<file path="src/rtl/smartcard_seq.sv">
// rtl/smartcard_seq.sv - smart-card session sequencer: activation, guarded TX, ATR/CWT timeouts, deactivation
`timescale 1ns/1ps
module smartcard_seq #(
    parameter int CLK_DIV         = 372,
    parameter int T_VCC_CYC       = 4096,
    parameter int T_RST_LOW_CYC   = 40000,
    parameter int ATR_TIMEOUT_CYC = 40000,
    parameter int T_DEACT_CYC     = 256,
    parameter int GUARD_ETU       = 2,
    parameter int CWT_ETU         = 9600,
    parameter int TIMER_BITS      = 24
) (
    input  logic       baseclk,
    input  logic       reset,
    input  logic       cmd_activate,
    input  logic       cmd_deactivate,
    output logic [2:0] state,
    output logic       card_vcc_en,
    output logic       card_clk_en,
    output logic       card_rst_n,
    output logic       uart_reset,
    output logic       atr_timeout,
    output logic       cwt_timeout,
    input  logic [7:0] host_tx_data,
    input  logic       host_tx_valid,
    output logic       host_tx_ready,
    output logic [7:0] host_rx_data,
    output logic       host_rx_valid,
    input  logic       host_rx_ready,
    output logic       host_rx_parerr,
    output logic [7:0] uart_tx_data,
    output logic       uart_tx_valid,
    input  logic       uart_tx_ready,
    input  logic [7:0] uart_rx_data,
    input  logic       uart_rx_valid,
    output logic       uart_rx_ready,
    input  logic       uart_parity_error
);

    typedef enum logic [2:0] {
        ST_OFF       = 3'd0,
        ST_VCC_UP    = 3'd1,
        ST_RST_LOW   = 3'd2,
        ST_ATR_WAIT  = 3'd3,
        ST_ACTIVE    = 3'd4,
        ST_DEACT_RST = 3'd5,
        ST_DEACT_CLK = 3'd6
    } state_t;

    // Phase lengths are compared against the timer value of the last cycle of the phase.
    localparam logic [TIMER_BITS-1:0] VCC_LAST     = TIMER_BITS'(T_VCC_CYC - 1);
    localparam logic [TIMER_BITS-1:0] RST_LOW_LAST = TIMER_BITS'(T_RST_LOW_CYC - 1);
    localparam logic [TIMER_BITS-1:0] ATR_LAST     = TIMER_BITS'(ATR_TIMEOUT_CYC - 1);
    localparam logic [TIMER_BITS-1:0] DEACT_LAST   = TIMER_BITS'(T_DEACT_CYC - 1);
    localparam logic [TIMER_BITS-1:0] GUARD_LOAD   = TIMER_BITS'(GUARD_ETU * CLK_DIV);

    localparam int PRESC_W = (CLK_DIV > 1) ? $clog2(CLK_DIV) : 1;
    localparam int ETU_W   = $clog2(CWT_ETU + 1);
    localparam logic [PRESC_W-1:0] PRESC_LAST = PRESC_W'(CLK_DIV - 1);
    localparam logic [ETU_W-1:0]   ETU_LAST   = ETU_W'(CWT_ETU - 1);
    localparam logic [ETU_W-1:0]   ETU_MAX    = ETU_W'(CWT_ETU);

    state_t                  state_q, state_d;
    logic [TIMER_BITS-1:0]   timer_q;
    logic                    vcc_en_q, clk_en_q, rst_n_q, uart_reset_q;
    logic                    atr_timeout_q, cwt_timeout_q;
    logic                    tx_busy_q, tx_armed_q;
    logic [TIMER_BITS-1:0]   guard_cnt_q;
    logic [PRESC_W-1:0]      presc_q;
    logic [ETU_W-1:0]        etu_q;

    logic active, rx_window, deact_req, atr_expire, rx_hs, tx_hs;

    assign active    = (state_q == ST_ACTIVE);
    assign rx_window = (state_q == ST_ATR_WAIT) || active;
    assign deact_req = cmd_deactivate &&
                       (state_q inside {ST_VCC_UP, ST_RST_LOW, ST_ATR_WAIT, ST_ACTIVE});

    // Byte streams: RX is passed through only while a card session is open, otherwise drained.
    assign host_rx_data   = uart_rx_data;
    assign host_rx_valid  = uart_rx_valid && rx_window;
    assign uart_rx_ready  = rx_window ? host_rx_ready : 1'b1;
    assign host_rx_parerr = uart_parity_error;
    assign host_tx_ready  = active && uart_tx_ready && !tx_busy_q && (guard_cnt_q == '0);
    assign uart_tx_valid  = host_tx_valid && host_tx_ready;
    assign uart_tx_data   = host_tx_data;
    assign rx_hs          = host_rx_valid && host_rx_ready;
    assign tx_hs          = uart_tx_valid;

    assign state       = state_q;
    assign card_vcc_en = vcc_en_q;
    assign card_clk_en = clk_en_q;
    assign card_rst_n  = rst_n_q;
    assign uart_reset  = uart_reset_q;
    assign atr_timeout = atr_timeout_q;
    assign cwt_timeout = cwt_timeout_q;

    // Next-state selection; deactivation requests take priority over every other exit.
    always_comb begin
        state_d    = state_q;
        atr_expire = 1'b0;
        case (state_q)
            ST_OFF: begin
                if (cmd_activate && !cmd_deactivate) state_d = ST_VCC_UP;
            end
            ST_VCC_UP: begin
                if (deact_req)                state_d = ST_DEACT_RST;
                else if (timer_q == VCC_LAST) state_d = ST_RST_LOW;
            end
            ST_RST_LOW: begin
                if (deact_req)                    state_d = ST_DEACT_RST;
                else if (timer_q == RST_LOW_LAST) state_d = ST_ATR_WAIT;
            end
            ST_ATR_WAIT: begin
                if (deact_req)          state_d = ST_DEACT_RST;
                else if (uart_rx_valid) state_d = ST_ACTIVE;
                else if (timer_q == ATR_LAST) begin
                    state_d    = ST_DEACT_RST;
                    atr_expire = 1'b1;
                end
            end
            ST_ACTIVE: begin
                if (deact_req) state_d = ST_DEACT_RST;
            end
            ST_DEACT_RST: begin
                if (timer_q == DEACT_LAST) state_d = ST_DEACT_CLK;
            end
            ST_DEACT_CLK: begin
                if (timer_q == DEACT_LAST) state_d = ST_OFF;
            end
            default: state_d = ST_OFF;
        endcase
    end

    // Session FSM: state, phase timer and card pins, all decoded from the state being entered.
    always_ff @(posedge baseclk) begin
        if (reset) begin
            state_q       <= ST_OFF;
            timer_q       <= '0;
            vcc_en_q      <= 1'b0;
            clk_en_q      <= 1'b0;
            rst_n_q       <= 1'b0;
            uart_reset_q  <= 1'b1;
            atr_timeout_q <= 1'b0;
        end else begin
            state_q       <= state_d;
            timer_q       <= (state_d != state_q || state_d == ST_OFF) ? '0 : timer_q + 1'b1;
            vcc_en_q      <= (state_d != ST_OFF);
            clk_en_q      <= (state_d inside {ST_RST_LOW, ST_ATR_WAIT, ST_ACTIVE, ST_DEACT_RST});
            rst_n_q       <= (state_d inside {ST_ATR_WAIT, ST_ACTIVE});
            uart_reset_q  <= !(state_d inside {ST_RST_LOW, ST_ATR_WAIT, ST_ACTIVE});
            atr_timeout_q <= atr_expire;
        end
    end

    // TX pacing: hold off until the UART has taken the byte, then add the guard time.
    always_ff @(posedge baseclk) begin
        if (reset) begin
            tx_busy_q   <= 1'b0;
            tx_armed_q  <= 1'b0;
            guard_cnt_q <= '0;
        end else begin
            if (tx_hs) begin
                tx_busy_q  <= 1'b1;
                tx_armed_q <= 1'b0;
            end else if (tx_busy_q) begin
                tx_armed_q <= 1'b1;
                if (tx_armed_q && uart_tx_ready) tx_busy_q <= 1'b0;
            end
            if (tx_busy_q && tx_armed_q && uart_tx_ready) guard_cnt_q <= GUARD_LOAD;
            else if (guard_cnt_q != '0)                    guard_cnt_q <= guard_cnt_q - 1'b1;
        end
    end

    // Character-waiting timer: counts ETUs of silence in ACTIVE and fires once per quiet window.
    always_ff @(posedge baseclk) begin
        if (reset) begin
            presc_q       <= '0;
            etu_q         <= '0;
            cwt_timeout_q <= 1'b0;
        end else begin
            cwt_timeout_q <= 1'b0;
            if (!active || rx_hs || tx_hs) begin
                presc_q <= '0;
                etu_q   <= '0;
            end else if (etu_q != ETU_MAX) begin
                if (presc_q == PRESC_LAST) begin
                    presc_q <= '0;
                    etu_q   <= etu_q + 1'b1;
                    if (etu_q == ETU_LAST) cwt_timeout_q <= 1'b1;
                end else begin
                    presc_q <= presc_q + 1'b1;
                end
            end
        end
    end

endmodule
</file>
<file path="config.mk">
export PLATFORM = sky130hd
export DESIGN_NAME = smartcard_seq
export DESIGN_NICKNAME = d
export VERILOG_FILES = /design/src/rtl/smartcard_seq.sv
export SDC_FILE = /design/constraint.sdc
export NUM_CORES = 1
export LEC_CHECK = 0
export ABC_CLOCK_PERIOD_IN_PS = 3200
export CORE_MARGIN = 3
export CORE_UTILIZATION = 55
export CTS_CLUSTER_DIAMETER = 150
export DETAILED_ROUTE_END_ITERATION = 10
export PLACE_DENSITY = 0.86
export SLEW_MARGIN = 5
export SYNTH_ARGS = -nofsm -noshare
export SYNTH_HDL_FRONTEND = slang
export SYNTH_SLANG_ARGS = --single-unit
</file>
<file path="constraint.sdc">
create_clock -name baseclk -period 3.2 [get_ports baseclk]
set_clock_uncertainty 0.05 [all_clocks]
set_input_delay 0.48 -clock baseclk [delete_from_list [all_inputs] [get_ports baseclk]]
set_output_delay 0.48 -clock baseclk [all_outputs]
set_load 0.02 [all_outputs]
</file>
==> impl_metrics.ini <==
[place]
place_congestion = 0.8464
numPortBuffers = 20
dpl_cell_area_um2 = 4370
dpl.hpwl_um = 5747
dp_slack_ns = 0.2661

[clock_network]
cts_resized = 3
cts_hold_buf = 0
cts_setup_buffers = 0
clock-sinks = 82
cts_max_level = 3
insertion_delay_ns = 0.36
clk_pin_slew_ns = 0.09
ctsRootBufferMaster = clkbuf_8
numCtsBuffers = 9
cts_tree = done
cts_buffer_depth = 2

[final_layout]
syn2layout_area_growth_pct = 8.746
design_area_um2 = 4558
num-fill-cells = 606
diodes = 0
drive_above_1_share = 0.07663
nNetsFinal = 548

[route]
drc_errors = 0
first_iter_violations = 186
vias = 3487
post_drt_wl_per_cell_um = 13.26
drt_wl_total_um = 8237
first_pass_iters = 5
via_per_inst = 5.615
antenna_left = 0

[yosys]
synth-seq-area-share = 0.3916
yosys-top-cells-area = dfxtp_1 (39%), nor2_1 (8.2%), xor2_1 (6.7%)
postSynth.asyncResetShare = 0
avgSynthCellArea_um2 = 8.171
synth_cells = 513
yosys.area.top_type_share = 0.3916
netlist_area_um2 = 4192
mappedNetlistNets = 544
synth_seq_cells = 82
yosysUniqueCellTypes = 51
yosys_warnings = 0
synth_edf_count = 0
synth_common_cells = nor2_1 (92), dfxtp_1 (82), nand2_1 (59)
synth.most_common_cell = nor2_1
synth_ff_type = dfxtp_1
yosysTopAreaCell = dfxtp_1

[sta]
fin_tns_setup_ns = 0
setup_violations = 0
slew_violations = 0
finalCritPeriodShare = 0.9280
hold_viol = 0
min_period_ns = 2.970
rsz0062_at_grt = no
relSlewSlack = 0.4634
clock.fmax_ghz = 0.3367
worst_slew_pin_slew_ns = 0.8033
setup_ws_ns = 0.2304

[setup_path]
r2r_slack_ns = 0.47
cp.required_ns = 2.67
path_class = reg2out
cp_max_fo = 7
cp-end-kind = primary output
cp.arrival_ns = 2.44
worstSetupStartpointType = register

[floorplan]
die_h_um = 93.30
coreArea_um2 = 7331
initial_utilization = 0.5718
rows = 31
die-area_um2 = 8705
fp.dieW_um = 93.30
ios = 55

[grt]
grt.total_usage = 0.1971
grt_pass1_wl_um = 13940
antenna_found_initial = 0
grt_overflow_total = 0
grt_max_degree = 25
grt_pass1_vias = 3157

[job]
cap_violations = 0

[status]
status = finished clean

[pwr]
peakVddDrop_uv = 313.2
p_total_w = 0.003047
powerDensity_nw_per_um2 = 668.5
p_leak_nw = 1.641

[hold_path]
hold_path_class = reg2reg
power by group:
group / switching (W) / total, W / internal [W]
clock network: 0.000394 / 0.000707 / 0.000313
registers: 0.000125 / 0.00128 / 0.00116
logic: 0.000604 / 0.00106 / 0.000454
total: 0.00112 / 0.00305 / 0.00192
metal layers:
layer  track usage  wire, um  vias up
li1              -         -     1733
met1        0.2582      3859     1635
met2        0.3109      3767      105
met3       0.04505       467       14
met4       0.08425       142        0
met5             0         0        -
final cells by class:
cell class              instances  area, um^2  share of cell area
clock buffers                  10       137.6             0.03019
flip-flops and latches         82        1642              0.3601
repair buffers                 26       242.7             0.05325
clock inverters                 6       47.55             0.01043
multi-input cells             385        2316              0.5081
inverters                      13       48.80             0.01071
well taps                      99       123.9             0.02718
final timing paths:
kind	from	to	cells after the start
setup reg to reg	timer_q[16]$_SDFF_PP0_	uart_reset$_SDFF_PP1_	7
hold reg to reg	timer_q[0]$_SDFF_PP0_	timer_q[0]$_SDFF_PP0_	1
setup / recovery	guard_cnt_q[0]$_SDFFE_PP0P_	host_tx_ready	8
hold / removal	timer_q[0]$_SDFF_PP0_	timer_q[0]$_SDFF_PP0_	1
cell usage in the layout (no fill, tap or decap), types with 3 or more instances in the layout:
cell type / instances
o21ai_0: 6
a211oi_1: 5
nor3_2: 3
ha_1: 6
nor2b_1: 5
nand4b_1: 3
inv_1: 13
clkdlybuf4s50_1: 18
a21o_1: 3
nand4_1: 14
nor3b_1: 3
nor2_1: 92
and4_1: 8
or3_1: 5
xor2_1: 32
buf_4: 6
and2_1: 4
a21oi_1: 15
clkbuf_8: 10
nor4_1: 11
nand2b_1: 6
nand3_1: 20
nand2_1: 59
nor3_1: 15
nand3b_1: 4
dfxtp_1: 82
xnor2_1: 30
and3_1: 9
registers in the layout, indices dropped and copies added, names as in the netlist:
register,flops
card_clk_en,1
cwt_timeout,1
etu_q,14
presc_q,9
tx_armed_q,1
guard_cnt_q,24
state,3
card_rst_n,1
tx_busy_q,1
uart_reset,1
timer_q,24
card_vcc_en,1
atr_timeout,1
critical path, cell delays in order, from the launching register on:
cell,delay (ns)
dfxtp_1,0.35
inv_1,0.06
ha_1,0.17
or3b_2,0.48
nor3b_2,0.26
nand4_2,0.15
buf_4,0.19
nor2_1,0.09
dlygate4sd2_1,0.34
stage by stage:
stage                     cells  utilization  hold WS [ns]
after floorplan             513            -        0.3833
after global placement      605       0.5962        0.4031
after detailed placement    605       0.5962        0.4065
after CTS                   621       0.6218        0.4179
after global routing        621       0.6218        0.4379
final                       621       0.6218        0.4150
cells by family after synthesis:
family / synth area share
flip-flops: 0.3916
adder cells (fa/ha/maj): 0.01791
AND/OR/NAND/NOR: 0.3472
XOR/XNOR: 0.1296
buffers and inverters: 0.05851
AO/OA/AOI/OAI: 0.05522
No activity file was read; power rests on OpenSTA's default activity.
